[config.mk]
export PLATFORM = sky130hd
export DESIGN_NAME = offchip_link_arb
export DESIGN_NICKNAME = d
export VERILOG_FILES = /design/src/rtl/offchip_pkg.sv /design/src/rtl/offchip_rr_pick.sv /design/src/rtl/offchip_link_arb.sv
export SDC_FILE = /design/constraint.sdc
export NUM_CORES = 1
export LEC_CHECK = 0
export ABC_AREA = 1
export ABC_CLOCK_PERIOD_IN_PS = 2800
export CAP_MARGIN = 0
export CORE_ASPECT_RATIO = 1.5
export CORE_MARGIN = 2
export CORE_UTILIZATION = 30
export CTS_CLUSTER_SIZE = 40
export DETAILED_ROUTE_END_ITERATION = 6
export SYNTH_ARGS = -nofsm -noshare
export SYNTH_HDL_FRONTEND = slang
export SYNTH_HIERARCHICAL = 1
export SYNTH_SLANG_ARGS = --single-unit
export TNS_END_PERCENT = 50
[constraint.sdc]
create_clock -name clk -period 2.8 [get_ports clk]
set_clock_uncertainty 0.15 [all_clocks]
set_input_delay 0.42 -clock clk [delete_from_list [all_inputs] [get_ports clk]]
set_output_delay 0.42 -clock clk [all_outputs]
set_load 0.005 [all_outputs]
[src/rtl/offchip_pkg.sv]
// Shared constants, FSM state type and lane-packing helper for the off-chip link arbiter.
package offchip_pkg;

    localparam int LINK_DEPTH = 8;
    localparam int BEAT_W     = 64;
    localparam int WORD_W     = 32;

    // Byte lanes (MSB first) forming the LO word; the HI word uses the same lanes shifted up by two bytes.
    localparam int LANE_B3     = 5;
    localparam int LANE_B2     = 4;
    localparam int LANE_B1     = 1;
    localparam int LANE_B0     = 0;
    localparam int LANE_HI_OFF = 2;

    typedef enum logic [1:0] {
        ST_IDLE  = 2'd0,
        ST_WR_LO = 2'd1,
        ST_WR_HI = 2'd2
    } state_t;

    function automatic logic [WORD_W-1:0] pack_lanes(input logic [BEAT_W-1:0] d, input logic hi);
        int off;
        off = hi ? LANE_HI_OFF : 0;
        return {d[8*(LANE_B3+off) +: 8], d[8*(LANE_B2+off) +: 8],
                d[8*(LANE_B1+off) +: 8], d[8*(LANE_B0+off) +: 8]};
    endfunction

endpackage

[src/rtl/offchip_rr_pick.sv]
// Round-robin picker: searches from last+1 (mod N) and returns a one-hot grant plus its index.
module offchip_rr_pick #(
    parameter int N = 4
) (
    input  logic [N-1:0]         req,
    input  logic [$clog2(N)-1:0] last,
    output logic [N-1:0]         gnt,
    output logic [$clog2(N)-1:0] idx
);

    localparam int IW = $clog2(N);

    logic          found;
    logic [IW-1:0] cand;

    always_comb begin
        gnt   = '0;
        idx   = '0;
        found = 1'b0;
        cand  = '0;
        for (int k = 1; k <= N; k++) begin
            cand = IW'((int'(last) + k) % N);
            if (!found && req[cand]) begin
                found     = 1'b1;
                gnt[cand] = 1'b1;
                idx       = cand;
            end
        end
    end

endmodule

[src/rtl/offchip_link_arb.sv]
// Arbitrates 64-bit requester beats onto a credit-managed 32-bit link memory, two writes per beat.
module offchip_link_arb
    import offchip_pkg::*;
#(
    parameter int N_REQ = 4,
    parameter int DEPTH = LINK_DEPTH
) (
    input  logic                       clk,
    input  logic                       rst,
    input  logic [N_REQ-1:0]           req_valid,
    input  logic [BEAT_W*N_REQ-1:0]    req_data,
    output logic [N_REQ-1:0]           req_ready,
    output logic                       link_wen,
    output logic [$clog2(DEPTH)-1:0]   link_waddr,
    output logic [WORD_W-1:0]          link_wdata,
    input  logic                       credit_ret,
    output logic [$clog2(N_REQ)-1:0]   grant_id,
    output logic [$clog2(DEPTH+1)-1:0] credits,
    output logic                       err
);

    localparam int AW = $clog2(DEPTH);
    localparam int CW = $clog2(DEPTH+1);
    localparam int IW = $clog2(N_REQ);

    state_t              state_q, state_d;
    logic [CW-1:0]       credits_q, credits_d;
    logic [AW-1:0]       wptr_q;
    logic [IW-1:0]       grant_q;
    logic                err_q;
    logic [WORD_W-1:0]   hi_word_q;

    logic [N_REQ-1:0]    pick_gnt;
    logic [IW-1:0]       pick_idx;
    logic [BEAT_W-1:0]   win_data;
    logic                accept;
    logic                cred_full;
    logic                cred_inc;

    logic                wen_d;
    logic [AW-1:0]       waddr_d;
    logic [WORD_W-1:0]   wdata_d;

    offchip_rr_pick #(.N(N_REQ)) u_pick (
        .req  (req_valid),
        .last (grant_q),
        .gnt  (pick_gnt),
        .idx  (pick_idx)
    );

    assign win_data = req_data[BEAT_W*int'(pick_idx) +: BEAT_W];

    // Decision uses registered credits only, so a same-cycle credit_ret cannot enable acceptance.
    assign accept = ((state_q == ST_IDLE) || (state_q == ST_WR_HI)) &&
                    (credits_q >= CW'(2)) && (|req_valid);

    assign req_ready = (accept && !rst) ? pick_gnt : '0;

    assign cred_full = (credits_q == CW'(DEPTH));
    assign cred_inc  = credit_ret && !(cred_full && !accept);
    assign credits_d = credits_q - (accept ? CW'(2) : CW'(0)) + (cred_inc ? CW'(1) : CW'(0));

    always_ff @(posedge clk or posedge rst) begin
        if (rst) begin
            state_q <= ST_IDLE;
        end else begin
            state_q <= state_d;
        end
    end

    always_comb begin
        state_d = state_q;
        case (state_q)
            ST_IDLE:  state_d = accept ? ST_WR_LO : ST_IDLE;
            ST_WR_LO: state_d = ST_WR_HI;
            ST_WR_HI: state_d = accept ? ST_WR_LO : ST_IDLE;
            default:  state_d = ST_IDLE;
        endcase
    end

    // Link outputs are registered, so they are computed here from the state being entered.
    always_comb begin
        wen_d   = 1'b0;
        waddr_d = wptr_q;
        wdata_d = '0;
        case (state_d)
            ST_WR_LO: begin
                wen_d   = 1'b1;
                wdata_d = pack_lanes(win_data, 1'b0);
            end
            ST_WR_HI: begin
                wen_d   = 1'b1;
                wdata_d = hi_word_q;
            end
            default: begin
                wen_d   = 1'b0;
                wdata_d = '0;
            end
        endcase
    end

    always_ff @(posedge clk or posedge rst) begin
        if (rst) begin
            credits_q  <= CW'(DEPTH);
            wptr_q     <= '0;
            grant_q    <= IW'(N_REQ-1);
            err_q      <= 1'b0;
            hi_word_q  <= '0;
            link_wen   <= 1'b0;
            link_waddr <= '0;
            link_wdata <= '0;
        end else begin
            credits_q <= credits_d;
            if (credit_ret && cred_full && !accept) begin
                err_q <= 1'b1;
            end
            if (accept) begin
                grant_q   <= pick_idx;
                hi_word_q <= pack_lanes(win_data, 1'b1);
            end
            link_wen   <= wen_d;
            link_waddr <= waddr_d;
            link_wdata <= wdata_d;
            if (wen_d) begin
                wptr_q <= wptr_q + AW'(1);
            end
        end
    end

    assign grant_id = grant_q;
    assign credits  = credits_q;
    assign err      = err_q;

endmodule

==> results_dict.tcl <==
set metrics [dict create \
    dp.cells 1689 \
    ir_drop_uv 996 \
    final_core_util 0.485 \
    start_util 0.303 \
    yosys.area.top_type_share 0.351 \
    ioPinCount 310 \
    first_pass_iters 4 \
    cts-root-buf "clkbuf_16" \
    die-area_um2 22900 \
    finalMaxSlewViolations 0 \
    syn_avg_cell_area_um2 5.73 \
    worstSkewPairLatency_ps 350 \
    grt_pass1_vias 7071 \
    synth_simple_gate_area_frac 0.464 \
    cp-startpoint "grant_id[1]" \
    worstSetupEndpoint "hi_word_q[19]" \
    synth.distinct_cells 28 \
    holdCritStartpoint "waddr_d[1]" \
    n_antenna_cell 0 \
    ys_seq_area_frac 0.308 \
    synth_top_cell_by_area "nand2_1" \
    synth_compound_area_frac 0.0162 \
    cts_buffers 9 \
    worstHoldPathType "reg2reg" \
    grt_max_degree 60 \
    wl_per_cell_um 14.3 \
    rsz0062_at_grt "yes" \
    grt_antenna_before_repair 0 \
    io_buffers 309 \
    synth.area.mux_share 0 \
    grt_overflow 0 \
    h-tree-depth 3 \
    grt_pass1_wl_um 37000 \
    gp_congestion 0.845 \
    status "completed" \
    fmax_mhz 371 \
    routed_wl_um 24400 \
    ys_seq_elements 80 \
    die_x_um 124 \
    synthXorXnorAreaFrac 0.00404 \
    synth_top_family_by_area "simple AND/OR/NAND/NOR gates" \
    hold_ws_ps 268 \
    critPathRequiredTime_ps 2880 \
    nets 1709 \
    post-route-period-util 0.962 \
    synth_warnings 6 \
    drc 0 \
    leakagePower_nw 5.85 \
    cts_tree "done" \
    synth_cells 1134 \
    antenna_left 0 \
    r2r-start "grant_id[1]" \
    r2r_setup_slack_ps 110 \
    rows 66 \
    instances_no_fill 1708 \
    drive_gt1_frac 0.0669 \
    setup-violations-final 0 \
    synthesis.area_um2 6500 \
    hpwlAfterDp_um 18300 \
    ys_top_cells_by_area "nand2_1, dfrtp_1, inv_1, nand3_1, ha_1" \
    areaGrowthSynthToFinish_pct 60.1 \
    maxSlewHeadroom 0.482 \
    cts_buffer_depth 2 \
    viasPerCell 4.38 \
    r2r-end "hi_word_q[19]" \
    min_period_ps 2690 \
    first_iter_violations 295 \
    fp.dieH_um 184 \
    hold_viol_final 0 \
    synth-adder-area-share 0.0289 \
    clk_pin_slew_ps 60 \
    critPathMaxFanout 14 \
    grt_use_total 0.204 \
    holdBufCountCts 0 \
    cp.arrival_ps 2770 \
    cts_sinks 80 \
    tightest_slew_ps 775 \
    reg2reg_depth 15 \
    core-area_um2 21500 \
    critPathLaunchType "register" \
    vias 7488 \
    synth_nets 1412 \
    critPathKind "reg2reg" \
    drv_cap 0 \
    crit_path_end_kind "register" \
    power-per-cell-area_nw_per_um2 1400 \
]
[power by group]
group          leakage (nW)  total [mW]  internal [mW]  switching (mW)
Sequential            0.988        2.05           1.80           0.252
Combinational          4.71        11.2           4.45            6.76
Clock                 0.155        1.26          0.729           0.529
[cell usage after synthesis]
cell type	instances
dfstp_2	3
nor3_1	4
o21ai_0	4
nor3b_1	1
a21boi_0	5
xnor2_1	2
nand3_1	110
buf_4	11
nor2_4	2
ha_1	15
nand3_2	4
a31oi_1	1
nand2_4	3
nor2_2	1
clkbuf_1	5
a21oi_1	5
buf_6	5
inv_1	212
inv_2	5
nor2_1	6
dfrtp_1	77
o21bai_1	1
clkinv_4	1
buf_2	36
nand2_1	608
nand2_2	5
xor2_1	1
a21oi_2	1
[worst max-delay path, stage by stage (launching register included)]
cell	delay, ps
dfstp_2	530
inv_1	70
ha_4	290
nand3_2	140
nand2_4	130
nor2_4	50
buf_4	120
nor2_1	160
a21oi_4	120
inv_4	180
buf_4	230
nand2_1	110
nand3_1	100
nand2_1	60
nand2_1	70
nand2_1	50
[cell families (layout without fill, tap and decap cells)]
| family | count (synthesis) | in the layout |
|---|---|---|
| compound gates | 17 | 17 |
| fa+ha+maj | 15 | 15 |
| xor+xnor | 3 | 3 |
| simple gates | 744 | 744 |
| flops | 80 | 80 |
| buf+inv | 275 | 577 |
[layout make-up]
cell class	instances	area, um2
multi-input cells	779	3410
well taps	272	340
fillers	2237	11100
repair buffers	343	3510
inverters	218	828
clock inverters	6	72.6
clock buffers	10	239
flip-flops and latches	80	2010
[per-layer routing]
layer / GRT usage / share of wire
met2: 0.374 / 0.53
met3: 0.0284 / 0.042
met1: 0.243 / 0.41
met5: 0 / 0
met4: 0.0697 / 0.025
[through the flow]
step                      instance area, um2  TNS, ps  total power [mW]  setup slack [ps]
after floorplan                         6500        0              9.17               183
after global placement                 10000     -840              13.0              -130
after detailed placement               10000     -923              13.0              -163
after CTS                              10300        0              14.4              5.85
after global routing                   10400     -218              16.1             -49.3
final                                  10400        0              14.5               105
[layout by cell type, fill, tap and decap left out, types with 4 or more instances in the layout]
cell,instances
nand2_2,14
clkdlybuf4s50_1,305
a21boi_0,5
inv_2,6
ha_1,14
o21ai_0,4
nand3_1,107
nand2_1,599
clkbuf_16,11
buf_12,10
buf_4,20
nor2_1,6
dfrtp_1,77
nand3_2,6
inv_1,209
a21oi_1,5
[what timing repair did]
action / CTS / global route
pin swaps: 0 / 1
gates cloned: 0 / 2
resized for setup: 13 / 16
endpoints found under the setup margin: 5 / 19
buffers inserted: 0 / 1
[flip-flops by register name, summed over array words and instances (netlist names)]
register and cells:
link_wdata 32, link_waddr 3, state_q 2, hi_word_q 32, grant_id 2, waddr_d 3
credits 4, err 1, link_wen 1
[how the worst min path moves through the flow]
stage	endpoint	slack, ps	cells past startpoint
2_1_floorplan	link_waddr[1]	230	0
4_1_cts	link_waddr[1]	260	0
3_3_place_gp	link_waddr[1]	250	0
6_report	link_waddr[1]	270	0
3_5_place_dp	link_waddr[1]	250	0
5_1_grt	link_waddr[1]	270	0
(Power assumes the default switching activity.)
